[config.mk]
export PLATFORM = sky130hd
export DESIGN_NAME = rx_sfd_strip_flat
export DESIGN_NICKNAME = d
export VERILOG_FILES = /design/src/rtl/eth_rx_pkg.sv /design/src/rtl/rx_sfd_strip_if.sv /design/src/rtl/crc32_d8.sv /design/src/rtl/rx_sfd_strip.sv /design/src/flat_wrapper.sv
export SDC_FILE = /design/constraint.sdc
export NUM_CORES = 1
export LEC_CHECK = 0
export CAP_MARGIN = 0
export CELL_PAD_IN_SITES_DETAIL_PLACEMENT = 0
export CELL_PAD_IN_SITES_GLOBAL_PLACEMENT = 2
export CORE_ASPECT_RATIO = 1.4
export CORE_MARGIN = 10
export CORE_UTILIZATION = 36
export CTS_CLUSTER_DIAMETER = 200
export DETAILED_ROUTE_END_ITERATION = 10
export HOLD_SLACK_MARGIN = 0.12
export PLACE_DENSITY_LB_ADDON = 0.1
export SLEW_MARGIN = 20
export SYNTH_ARGS = -nofsm -noshare
export SYNTH_HDL_FRONTEND = slang
export SYNTH_SLANG_ARGS = --single-unit
[constraint.sdc]
create_clock -name clk -period 2.6 [get_ports clk]
set_clock_uncertainty 0.15 [all_clocks]
set_input_delay 0.39 -clock clk [delete_from_list [all_inputs] [get_ports clk]]
set_output_delay 0.39 -clock clk [all_outputs]
set_load 0.02 [all_outputs]
[src/rtl/eth_rx_pkg.sv]
// Shared receive-path definitions: GMII framing byte values, CRC-32
// constants and the framing state machine encoding. Also used by the
// transmit FCS generator through crc32_d8.
package eth_rx_pkg;

  localparam logic [7:0]  PREAMBLE_BYTE = 8'h55;
  localparam logic [7:0]  SFD_BYTE      = 8'hD5;

  // Reflected IEEE 802.3 polynomial, LSB-first shifting.
  localparam logic [31:0] CRC_POLY      = 32'hEDB88320;
  localparam logic [31:0] CRC_INIT      = 32'hFFFFFFFF;
  // Good-frame residue written in MSB-first bit order. The LSB-first
  // register holds the bit-reversed value (0xDEBB20E3) after a clean FCS.
  localparam logic [31:0] CRC_RESIDUE   = 32'hC704DD7B;

  localparam int          LEN_W         = 11;
  localparam int          FCS_BYTES     = 4;

  typedef enum logic [1:0] {
    ST_IDLE     = 2'd0,
    ST_PREAMBLE = 2'd1,
    ST_PAYLOAD  = 2'd2,
    ST_DROP     = 2'd3
  } rx_state_e;

  // Bit reversal, converts between LSB-first register and MSB-first constant.
  function automatic logic [31:0] reflect32(input logic [31:0] v);
    logic [31:0] r;
    for (int i = 0; i < 32; i++) begin
      r[i] = v[31 - i];
    end
    return r;
  endfunction

endpackage

[src/rtl/rx_sfd_strip_if.sv]
// Bundle between the GMII receive pins, the framing stage and the voting
// stage.
//   rx_dv/rx_er/rx_data     : GMII receive side
//   rx_enable/data_out      : body byte stream toward the voting stage
//   frame_done/fcs_ok/frame_err/frame_len : end-of-frame report
//   state_dbg               : framing state machine, for observation
//
// Handshake: rx_dv and rx_enable are valid-only strobes. A byte transfers on
// every rising edge where its valid is high; there is no ready, so the
// receiving side must accept every qualified byte.
interface rx_sfd_strip_if;
  import eth_rx_pkg::*;

  logic             rx_dv;
  logic             rx_er;
  logic [7:0]       rx_data;
  logic             rx_enable;
  logic [7:0]       data_out;
  logic             frame_done;
  logic             fcs_ok;
  logic             frame_err;
  logic [LEN_W-1:0] frame_len;
  rx_state_e        state_dbg;

  // Framing stage side.
  modport master (
    input  rx_dv, rx_er, rx_data,
    output rx_enable, data_out, frame_done, fcs_ok, frame_err, frame_len,
           state_dbg
  );

  // Environment side: drives the GMII pins, consumes the stream and report.
  modport slave (
    output rx_dv, rx_er, rx_data,
    input  rx_enable, data_out, frame_done, fcs_ok, frame_err, frame_len,
           state_dbg
  );

endinterface

[src/rtl/crc32_d8.sv]
// Combinational next-state of the Ethernet CRC-32 for one data byte,
// LSB-first with the reflected polynomial.
//   crc_in  : current register
//   data    : byte to absorb (bit 0 first on the wire)
//   crc_out : register after the byte
module crc32_d8
  import eth_rx_pkg::*;
(
  input  logic [31:0] crc_in,
  input  logic [7:0]  data,
  output logic [31:0] crc_out
);

  always_comb begin
    crc_out = crc_in ^ {24'd0, data};
    for (int i = 0; i < 8; i++) begin
      crc_out = crc_out[0] ? ((crc_out >> 1) ^ CRC_POLY) : (crc_out >> 1);
    end
  end

endmodule

[src/rtl/rx_sfd_strip.sv]
// Receive framing stage: locks onto preamble/SFD, forwards the frame body
// through a 4-byte delay line so the trailing FCS is never emitted, checks
// CRC-32 and reports status at end of frame.
//   clk  : GMII receive clock
//   rst  : synchronous, active-low reset
//   bus  : rx_sfd_strip_if.master (GMII in, body stream and report out)
module rx_sfd_strip
  import eth_rx_pkg::*;
#(
  parameter int MAX_LEN = 1518
) (
  input  logic           clk,
  input  logic           rst,
  rx_sfd_strip_if.master bus
);

  localparam int               LEN_TOP = (1 << LEN_W) - 1;
  localparam int               MAX_CLP = (MAX_LEN > LEN_TOP) ? LEN_TOP : MAX_LEN;
  localparam logic [LEN_W-1:0] MAX_CNT = LEN_W'(MAX_CLP);
  localparam logic [LEN_W-1:0] LEN_SAT = LEN_W'(LEN_TOP);

  rx_state_e         state_q, state_d;
  logic [31:0]       crc_q, crc_d, crc_nxt;
  logic [LEN_W-1:0]  cnt_q, cnt_d, cnt_inc;
  logic [3:0][7:0]   dly_q, dly_d;      // [3] is the oldest byte
  logic [2:0]        fill_q, fill_d;
  logic              from_pl_q, from_pl_d;  // DROP was entered by a payload abort
  logic              en_q, en_d;
  logic [7:0]        dout_q, dout_d;
  logic              done_q, done_d;
  logic              ok_q, ok_d;
  logic              err_q, err_d;
  logic [LEN_W-1:0]  len_q, len_d;
  logic              runt;
  logic              crc_good;

  crc32_d8 u_crc (
    .crc_in  (crc_q),
    .data    (bus.rx_data),
    .crc_out (crc_nxt)
  );

  assign cnt_inc  = (cnt_q == LEN_SAT) ? cnt_q : cnt_q + 1'b1;
  assign runt     = (cnt_q < LEN_W'(FCS_BYTES));
  assign crc_good = (reflect32(crc_q) == CRC_RESIDUE);

  always_comb begin
    state_d   = state_q;
    crc_d     = crc_q;
    cnt_d     = cnt_q;
    dly_d     = dly_q;
    fill_d    = fill_q;
    from_pl_d = from_pl_q;
    en_d      = 1'b0;
    dout_d    = dout_q;
    done_d    = 1'b0;
    ok_d      = ok_q;
    err_d     = err_q;
    len_d     = len_q;

    case (state_q)
      ST_IDLE: begin
        from_pl_d = 1'b0;
        if (bus.rx_dv) begin
          if (bus.rx_er) begin
            state_d = ST_DROP;
          end else if (bus.rx_data == PREAMBLE_BYTE) begin
            state_d = ST_PREAMBLE;
          end else if (bus.rx_data == SFD_BYTE) begin
            state_d = ST_PAYLOAD;
            crc_d   = CRC_INIT;
            cnt_d   = '0;
            fill_d  = '0;
          end else begin
            state_d = ST_DROP;
          end
        end
      end

      ST_PREAMBLE: begin
        if (!bus.rx_dv) begin
          state_d = ST_IDLE;
        end else if (bus.rx_er) begin
          state_d = ST_DROP;
        end else if (bus.rx_data == SFD_BYTE) begin
          state_d = ST_PAYLOAD;
          crc_d   = CRC_INIT;
          cnt_d   = '0;
          fill_d  = '0;
        end else if (bus.rx_data != PREAMBLE_BYTE) begin
          state_d = ST_DROP;
        end
      end

      ST_PAYLOAD: begin
        if (!bus.rx_dv) begin
          // End of frame: the 4 held bytes are the FCS and are discarded.
          state_d = ST_IDLE;
          fill_d  = '0;
          done_d  = 1'b1;
          ok_d    = !runt && crc_good;
          err_d   = runt;
          len_d   = cnt_q;
        end else if (bus.rx_er || (cnt_q >= MAX_CNT)) begin
          state_d   = ST_DROP;
          fill_d    = '0;
          from_pl_d = 1'b1;
        end else begin
          crc_d = crc_nxt;
          cnt_d = cnt_inc;
          dly_d = {dly_q[2:0], bus.rx_data};
          if (fill_q == 3'd4) begin
            en_d   = 1'b1;
            dout_d = dly_q[3];
          end else begin
            fill_d = fill_q + 3'd1;
          end
        end
      end

      ST_DROP: begin
        if (!bus.rx_dv) begin
          state_d   = ST_IDLE;
          from_pl_d = 1'b0;
          if (from_pl_q) begin
            done_d = 1'b1;
            ok_d   = 1'b0;
            err_d  = 1'b1;
            len_d  = cnt_q;
          end
        end
      end

      default: begin
        state_d = ST_IDLE;
      end
    endcase
  end

  always_ff @(posedge clk) begin
    if (!rst) begin
      state_q   <= ST_IDLE;
      crc_q     <= CRC_INIT;
      cnt_q     <= '0;
      dly_q     <= '0;
      fill_q    <= '0;
      from_pl_q <= 1'b0;
      en_q      <= 1'b0;
      dout_q    <= 8'h00;
      done_q    <= 1'b0;
      ok_q      <= 1'b0;
      err_q     <= 1'b0;
      len_q     <= '0;
    end else begin
      state_q   <= state_d;
      crc_q     <= crc_d;
      cnt_q     <= cnt_d;
      dly_q     <= dly_d;
      fill_q    <= fill_d;
      from_pl_q <= from_pl_d;
      en_q      <= en_d;
      dout_q    <= dout_d;
      done_q    <= done_d;
      ok_q      <= ok_d;
      err_q     <= err_d;
      len_q     <= len_d;
    end
  end

  assign bus.rx_enable  = en_q;
  assign bus.data_out   = dout_q;
  assign bus.frame_done = done_q;
  assign bus.fcs_ok     = ok_q;
  assign bus.frame_err  = err_q;
  assign bus.frame_len  = len_q;
  assign bus.state_dbg  = state_q;

endmodule

[src/flat_wrapper.sv]
// flat-port wrapper written by rule: the top's interface ports become plain ports
module rx_sfd_strip_flat import eth_rx_pkg::*;
#(
  parameter int MAX_LEN = 1518
)
  (clk, rst, bus_rx_dv, bus_rx_er, bus_rx_data, bus_rx_enable, bus_data_out, bus_frame_done, bus_fcs_ok, bus_frame_err, bus_frame_len, bus_state_dbg);
  rx_sfd_strip_if bus_i ();
  input  logic clk;
  input  logic rst;
  input wire logic [$bits(bus_i.rx_dv)-1:0] bus_rx_dv;
  input wire logic [$bits(bus_i.rx_er)-1:0] bus_rx_er;
  input wire logic [$bits(bus_i.rx_data)-1:0] bus_rx_data;
  output wire logic [$bits(bus_i.rx_enable)-1:0] bus_rx_enable;
  output wire logic [$bits(bus_i.data_out)-1:0] bus_data_out;
  output wire logic [$bits(bus_i.frame_done)-1:0] bus_frame_done;
  output wire logic [$bits(bus_i.fcs_ok)-1:0] bus_fcs_ok;
  output wire logic [$bits(bus_i.frame_err)-1:0] bus_frame_err;
  output wire logic [$bits(bus_i.frame_len)-1:0] bus_frame_len;
  output wire logic [$bits(bus_i.state_dbg)-1:0] bus_state_dbg;
  assign bus_i.rx_dv = bus_rx_dv;
  assign bus_i.rx_er = bus_rx_er;
  assign bus_i.rx_data = bus_rx_data;
  assign bus_rx_enable = bus_i.rx_enable;
  assign bus_data_out = bus_i.data_out;
  assign bus_frame_done = bus_i.frame_done;
  assign bus_fcs_ok = bus_i.fcs_ok;
  assign bus_frame_err = bus_i.frame_err;
  assign bus_frame_len = bus_i.frame_len;
  assign bus_state_dbg = bus_i.state_dbg;
  rx_sfd_strip #(.MAX_LEN(MAX_LEN)) u_core (.clk(clk), .rst(rst), .bus(bus_i));
endmodule
Word level (Yosys, flattened, before mapping)
Cells that the tools add are included.

storage, ports and cells
  register bits = 104
  bits in latches = 0
  RAM bits = 0
  ROM bits = 0
  bits of input ports = 12
  output and inout bits = 25
  memories = 0

operators by class
  $add $sub $neg = 2
  multiply operators = 0
  divide/modulo/power cells = 0
  $lt $le $gt $ge = 2
  equality and inequality tests = 24
  shift operators = 0
  multiplexer cells = 70
  bitwise logic cells = 13
  reduce and logical (&&, ||, !) cells = 16

operators with widths
  kind                                                 count
  two-way mux 32 bit                                   16
  two-way mux 11 bit                                   12
  inverter 13 -> 14 bit                                8
  case mux 32 bit (3 select lines)                     1
  case mux 11 bit (3 select lines)                     1
  equality test 32 bit, second input constant          1
  XOR 32 x 8 -> 32 bit                                 1
  two-way mux 3 bit                                    9
  case mux 11 bit (2 select lines)                     1
  two-way mux 2 bit                                    10
  != test 2 bit, second input constant                 10
  AND reduction 4 bit                                  4
  two-way mux 1 bit                                    14
  adder 11 x 1 -> 11 bit, second input constant        1
  equality test 11 bit, second input constant          1
  >= comparator 11 bit, second input constant          1
  < comparator 11 x 3 -> 1 bit, second input constant  1
  case mux 3 bit (3 select lines)                      1
  AND reduction 9 bit                                  1
  equality test 8 x 7 -> 1 bit, second input constant  1
  equality test 8 bit, second input constant           1
  != test 8 x 7 -> 1 bit, second input constant        1
  case mux 2 bit (4 select lines)                      1
  AND reduction 8 bit                                  1
  other kinds (20)                                     28

Logic depth before layout (Yosys ltp)
Gate-level depths: netlist of the first run.

  depth in word-level cells = 20
  depth in mapped cells = 11

Modules after synthesis
Synthesis of the first run repeated with hierarchy kept, for this count alone.

second synthesis, totals
  cell total of the unflattened synthesis = 568
  area total of the unflattened synthesis = 5,013.6 um^2

by module, submodules not included
  module        times used  cells each  area each (um^2)  seq. area each (um^2)
  rx_sfd_strip  1           501         4,088.9           2,082.0
  crc32_d8      1           67          924.6             0.0

Least setup slack after synthesis of the first run
No wires, ideal clock.

  path type = register -> register
  start point = register u_core.cnt_q[0]
  end point = register u_core.crc_q[31]
  library setup time = 129 ps
  arrival = 1,813 ps
  required time = 2,321 ps
  slack = 507 ps
  cell stages (with the launch flop) = 12
  buffers on the path = 3
  clock period less this slack = 2,093 ps
  cells stage by stage = dfxtp_1 inv_1 ha_1 o211ai_1 a21oi_1 o31ai_1 buf_2 nand3_4 buf_6 buf_6 o22ai_1 nand2_1

on the way
  word-level cells in the longest chain between the ends = 4

RTL lines
  element                        line                 source
  from (decl)                    rx_sfd_strip.sv:24   logic [LEN_W-1:0] cnt_q, cnt_d, cnt_inc;
  from (signal assigned)         rx_sfd_strip.sv:157  cnt_q <= cnt_d;
  >= comparator 11 bit           rx_sfd_strip.sv:104  end else if (bus.rx_er || (cnt_q >= MAX_CNT)) begin
  logical OR 1 bit               rx_sfd_strip.sv:104
  != test 2 bit (no line)        n/a
  AND reduction 8 bit (no line)  n/a
  to (signal assigned)           rx_sfd_strip.sv:156  crc_q <= crc_d;
  to (decl)                      rx_sfd_strip.sv:23   logic [31:0] crc_q, crc_d, crc_nxt;

Every way passes these cells.
A chain may end at the register's enable or synchronous reset.

Final worst setup path of the first run
  start point = input bus_rx_er
  end point = register u_core.crc_q[13]

on the way
  word-level cells in the longest chain between the ends = 3
  elaborated cells on any way between the ends = 5

RTL lines
  element                          line                 source
  from (decl)                      flat_wrapper.sv:11   input wire logic [$bits(bus_i.rx_er)-1:0] bus_rx_er;
  logical OR 1 bit                 rx_sfd_strip.sv:104
  != test 2 bit (no line)          n/a
  AND reduction 8 bit (no line) *  n/a

Every way passes the cells marked *; elsewhere a longest branch is shown, timed or not.

==> out/results.ini, run 1 <==
[run_status]
status = completed

[worst_setup_path]
end_kind = register
r2r_setup_slack_ps = 350
worstPathRequired_ps = 2670
r2r_end = u_core.crc_q[13]
r2r_cells = 9
criticalPathCategory = primary input to register
cp.arrival_ps = 2340
cp_max_fo = 19
crit_path_start_kind = primary input
rr_startpoint = u_core.cnt_q[0]

[synthesis]
netlist_instances = 552
synth_compound_gate_area_share = 0.111
synth-simple-area-share = 0.216
yosys.cell_types.count = 48
synth_fa_ha_area_frac = 0.0105
synthXorXnorAreaFrac = 0.163
synth.most_common_cell = dfxtp_1
synth_nets = 568
avgSynthCellArea_sq_um = 8.67
synth_commonest_cells = dfxtp_1, nand2_1, xnor2_1
ys_seq_area_frac = 0.435
synth_top_family_by_area = simple AND/OR/NAND/NOR gates
yosys.area.top_type = dfxtp_1
synth_ff_type = dfxtp_1
synth_edf_count = 0
ys_ff_latch = 104
synth.cell_area_sq_um = 4790
synth_top_area_frac = 0.435
synth_area_leaders = dfxtp_1, xnor2_1, nand2_1
synth-async-reset-ratio = 0
ys_warn_count = 0
synth_mux_area_frac = 0.0188

[die]
initial_core_util = 0.370
ios = 37
die_w_microns = 117
die_h_microns = 156
rows = 49
core_area_sq_um = 12900
dieArea_sq_um = 18400

[sta]
hold_viol_final = 0
finalCriticalPeriod_ps = 2270
worst_pin_slew_ps = 442
setup_viol = 0
slew_headroom = 0.703
period_share = 0.872
max_freq_mhz = 441
fin_ws_ps = 333
fin_hold_ws_ps = 303
setup-tns-final_ps = 0
slew_violations = 0
rsz0062_at_grt = false

[global_route]
antenna_found_initial = 0
met3_usage = 0.0281
grt_util_met1 = 0.152
grt_pass1_wl_microns = 19500
overflow = 0
busiest_layer = met2
grt_pass1_vias = 3774
grt_max_degree = 52
grt_use_met2 = 0.229
grt_usage = 0.131

[drt]
wirelength_microns = 12000
drt_pass1_iterations = 4
wl_per_cell_microns = 15.1
viasPerCell = 4.82
drc = 0
ant_nets = 0
drtIter0Drc = 190
vias = 3824

[place]
place_area_sq_um = 5570
hpwl_microns = 8600
dp.cells = 777
place.gp.congestion = 0.812
io_buffer_count = 36
pre_cts_ws_ps = -93.0

[clock_network]
cts_tree = built
htreeDepth = 3
numCtsBuffers = 9
ctsLongestPathBuffers = 2
cts.sink_count = 104
clkLatencyLatePin_ps = 350
root_buffer = clkbuf_16
path_clk_slew_ps = 70

[min_path]
holdPathEnd = u_core.dly_q[25]
hold_class = register to register
holdPathStages = 2
min_from = u_core.dly_q[17]

[layout]
final_cells = 793
fillers = 1319
design_area_sq_um = 5910
area_growth_pct = 23.4
drive_gt1_frac = 0.128
diodes = 0
fin_nets = 626

[pwr]
leakage_nw = 2.10
vdd.ir_drop.worst_v = 0.000296
power_density_nw_per_um2 = 615

[run]
cap_violations = 0

## metrics by stage
step                power [mW]   util
global placement          2.13  0.430
floorplan                 1.95      -
CTS                       3.67  0.456
global route              3.78  0.457
detailed placement        2.13  0.430
finish                    3.63  0.457
## sequential cells by signal, indices dropped and copies added, names as in the netlist
name and cells:
u_core.from_pl_q 1, u_core.bus.rx_enable 1, u_core.crc_q 32, u_core.bus.frame_err 1, u_core.dly_q 32, u_core.bus.frame_done 1, u_core.cnt_q 11, u_core.fill_q 3
u_core.bus.fcs_ok 1, u_core.bus.frame_len 11, u_core.bus.state_dbg 2, u_core.bus.data_out 8
## layout make-up
cell class	instances	area, sq um	area share
Clock buffer	10	229	0.0388
Clock inverter	6	108	0.0182
Inverter	9	33.8	0.00572
Multi-Input combinational cell	405	2500	0.423
Sequential cell	104	2080	0.352
Tap cell	178	223	0.0377
Timing Repair Buffer	81	736	0.125
## cell families (layout without fill, tap and decap cells)
group                    count (synthesis)  in the layout
AO/OA/AOI/OAI                           96             96
XOR/XNOR                                78             78
adder cells (fa/ha/maj)                  4              4
buffers and inverters                   43            106
flip-flops                             104            104
multiplexers                             9              9
AND/OR/NAND/NOR                        218            218
## power by group
group,internal [mW],switching [mW],total (mW)
registers,1.60,0.0126,1.62
logic,0.232,0.238,0.470
clock network,0.939,0.604,1.54
## worst max-delay path by stage
stage | depth (start not counted) | from | end | slack [ps]
after floorplan | 11 | u_core.cnt_q[0] | u_core.crc_q[31] | 510
after global placement | 7 | bus_rx_er | u_core.crc_q[13] | -20
after detailed placement | 7 | bus_rx_er | u_core.crc_q[9] | -90
after CTS | 9 | u_core.cnt_q[0] | u_core.crc_q[11] | 170
after global routing | 9 | u_core.cnt_q[0] | u_core.crc_q[3] | 60
final | 7 | bus_rx_er | u_core.crc_q[13] | 330
## what timing repair did
action | CTS | global route
endpoints found under the setup margin | 0 | 17
gates resized for setup | 0 | 1
setup buffers | 0 | 0
hold buffers | 0 | 0
hold endpoints to repair | 0 | 0
## layout by cell type (no fill, tap or decap), drive strengths merged, types with 4 or more instances in the layout
cell type,netlist,final
dfxtp,104,104
nand2,95,95
xnor2,62,62
nor2,50,50
buf,18,45
a21oi,39,39
clkdlybuf4s50,0,36
o21ai,30,30
nor3,23,23
nand3,16,16
xor2,16,16
o22ai,14,14
clkbuf,16,10
mux2i,9,9
inv,8,8
nand4,8,8
nor4,5,5
nand2b,4,4
ha,4,4
## metal layers
metal  routed length [microns]  part of all wire
met5                         0                 0
met4                       226             0.019
met3                       420             0.035
met2                      6120              0.51
met1                      5200              0.43
## critical path, stage by stage
cell	delay (ps)
clkdlybuf4s50_1	500
nand4bb_1	290
nor4_4	270
a31o_2	270
nand2_2	250
nor3_1	250
o21ai_0	90
No activity file was read; power rests on OpenSTA's default activity.
==> run 2, diff against run 1 <==
PLACE_DENSITY = 0.76   (was default)
PLACE_DENSITY_LB_ADDON = default   (was 0.1)
==> run 2 against run 1 <==
Compared with the run above: setup slack worse by 97 ps; sequential power is essentially flat; design area rose by 0.30%; count of clock-buffer cells in the layout down 1; die area is the same; register-to-register slack got worse by 100 ps; critical path depth rose by 1; combinational power about the same; wire length increased by 0.38%; largest power group unchanged; global-route usage is 0.20 points higher; clock power fell by 3%; final cell count up 0.25%.
==> out/results.ini, run 2 (synthesis results as in run 1) <==
[worst_setup_path]
critPathBufInv = 2  ; was 1
max_stage_delay_ps = 520  ; was 500 ps
cp_cell_sequence = clkdlybuf4s50_1 > nand4bb_1 > nor4_4 > a31o_2 > and2_1 > buf_12 > nor2_1 > o21ai_0  ; was clkdlybuf4s50_1 > nand4bb_1 > nor4_4 > a31o_2 > nand2_2 > nor3_1 > o21ai_0
cp_max_fo = 32  ; was 19
worstPathRequired_ps = 2730  ; was 2670 ps
slowest_stage = clkdlybuf4s50_1  ; unchanged
cp.arrival_ps = 2490  ; was 2340 ps
crit_path_start_kind = primary input  ; unchanged
criticalPathCategory = primary input to register  ; unchanged
end_kind = register  ; unchanged
path_delay_family = simple AND/OR/NAND/NOR gates  ; unchanged

[sta]
slew_headroom = 0.660  ; was 0.703
fin_hold_ws_ps = 299  ; was 303 ps
rsz0062_at_grt = false  ; unchanged
fin_ws_ps = 236  ; was 333 ps
max_freq_mhz = 423  ; was 441 MHz
slew_violations = 0  ; unchanged
worst_pin_slew_ps = 511  ; was 442 ps
period_share = 0.909  ; was 0.872
setup-tns-final_ps = 0  ; unchanged
hold_viol_final = 0  ; unchanged
setup_viol = 0  ; unchanged
finalCriticalPeriod_ps = 2360  ; was 2270 ps

[global_route]
grt_max_degree = 52  ; unchanged
overflow = 0  ; unchanged
grt_usage = 0.132  ; was 0.131
antenna_found_initial = 0  ; unchanged
grt_pass1_wl_microns = 19900  ; was 19500 microns
grt_pass1_vias = 3765  ; was 3774

[pwr]
power_density_nw_per_um2 = 604  ; was 615 nW/um^2
vdd.ir_drop.worst_v = 0.000377  ; was 0.000296 V
leakage_nw = 2.11  ; was 2.10 nW
total_power_mw = 3.58  ; was 3.63 mW

[drt]
vias = 3767  ; was 3824
drt_pass1_iterations = 4  ; unchanged
drtIter0Drc = 200  ; was 190
wl_per_cell_microns = 15.1  ; about the same
drc = 0  ; unchanged
wirelength_microns = 12000  ; about the same
viasPerCell = 4.74  ; was 4.82
ant_nets = 0  ; unchanged

[layout]
final_common_cell = dfxtp_1  ; unchanged
final_cells = 795  ; was 793
final_core_utilization = 0.458  ; was 0.457
drive_gt1_frac = 0.133  ; was 0.128
final_cell_mix = dfxtp_1, nand2_1, xnor2_1, nor2_1, buf_4  ; unchanged
area_growth_pct = 23.8  ; was 23.4%
design_area_sq_um = 5930  ; was 5910 sq um
fin_nets = 628  ; was 626
reg_top3 = u_core.crc_q: 32 flops, u_core.dly_q: 32 flops  ; unchanged
diodes = 0  ; unchanged

[clock_network]
cts_tree = built  ; unchanged
post_cts_buffers = 0  ; unchanged
root_buffer = clkbuf_16  ; unchanged
path_clk_slew_ps = 70  ; about the same
cts.sink_count = 104  ; unchanged
htreeDepth = 3  ; unchanged
ctsLongestPathBuffers = 2  ; unchanged
hold_buffers = 0  ; unchanged
clkLatencyLatePin_ps = 350  ; about the same
numCtsBuffers = 9  ; unchanged

[place]
place_area_sq_um = 5590  ; was 5570 sq um
io_buffer_count = 36  ; unchanged
pre_cts_ws_ps = -166  ; was -93.0 ps
place.gp.congestion = 0.811  ; was 0.812
hpwl_microns = 8730  ; was 8600 microns
dp.cells = 779  ; was 777

[min_path]
hold_class = register to register  ; unchanged

[run]
cap_violations = 0  ; unchanged

[die]
core_area_sq_um = 12900  ; unchanged
dieArea_sq_um = 18400  ; unchanged
initial_core_util = 0.370  ; unchanged
die_w_microns = 117  ; unchanged
ios = 37  ; unchanged
die_h_microns = 156  ; unchanged
rows = 49  ; unchanged

[run_status]
status = completed  ; unchanged

run 2: path summary, 6_finish.rpt:
| kind | start | endpoint | slack (ps) | cells after the start |
|---|---|---|---|---|
| worst max-delay path | bus_rx_er | u_core.crc_q[14] | 240 | 8 |
| worst max register to register | u_core.cnt_q[0] | u_core.crc_q[14] | 250 | 10 |
| worst min-delay path | u_core.dly_q[11] | u_core.dly_q[19] | 300 | 2 |
| worst min register to register | u_core.dly_q[11] | u_core.dly_q[19] | 300 | 2 |
run 2: timing repair:
action,CTS,global route
endpoints found under the hold margin,0,0
gates resized for setup,0,1
setup endpoints to repair,0,5
run 2: worst reg2reg max path: cells and delay by family (launching register included):
| family | cells | cell delay [ps] |
|---|---|---|
| AOI/OAI and AO/OA | 4 | 690 |
| buffers and inverters | 3 | 510 |
| DFF | 1 | 410 |
| and+or+nand+nor | 2 | 320 |
| adders and majority gates | 1 | 200 |
run 2: where the power goes:
part	switching, mW	internal (mW)	leakage, nW
sequential	0.0142	1.60	0.840
combinational	0.237	0.234	1.11
clock	0.633	0.856	0.158
total	0.885	2.69	2.11
run 2: area by class of cell:
class | instances | area [sq um]
Multi-Input combinational cell | 405 | 2500
Fill cell | 1306 | 7010
Clock buffer | 9 | 225
Sequential cell | 104 | 2080
Inverter | 9 | 33.8
Clock inverter | 7 | 101
Timing Repair Buffer | 83 | 763
Tap cell | 178 | 223
run 2: per-layer routing:
layer  global-route usage  part of all wire  up-vias
met5                    0                 0        -
met4               0.0579             0.024        0
met3               0.0263             0.027       17
met2                0.238              0.52       34
met1                0.149              0.43     1743
li1                     -                 -     1973
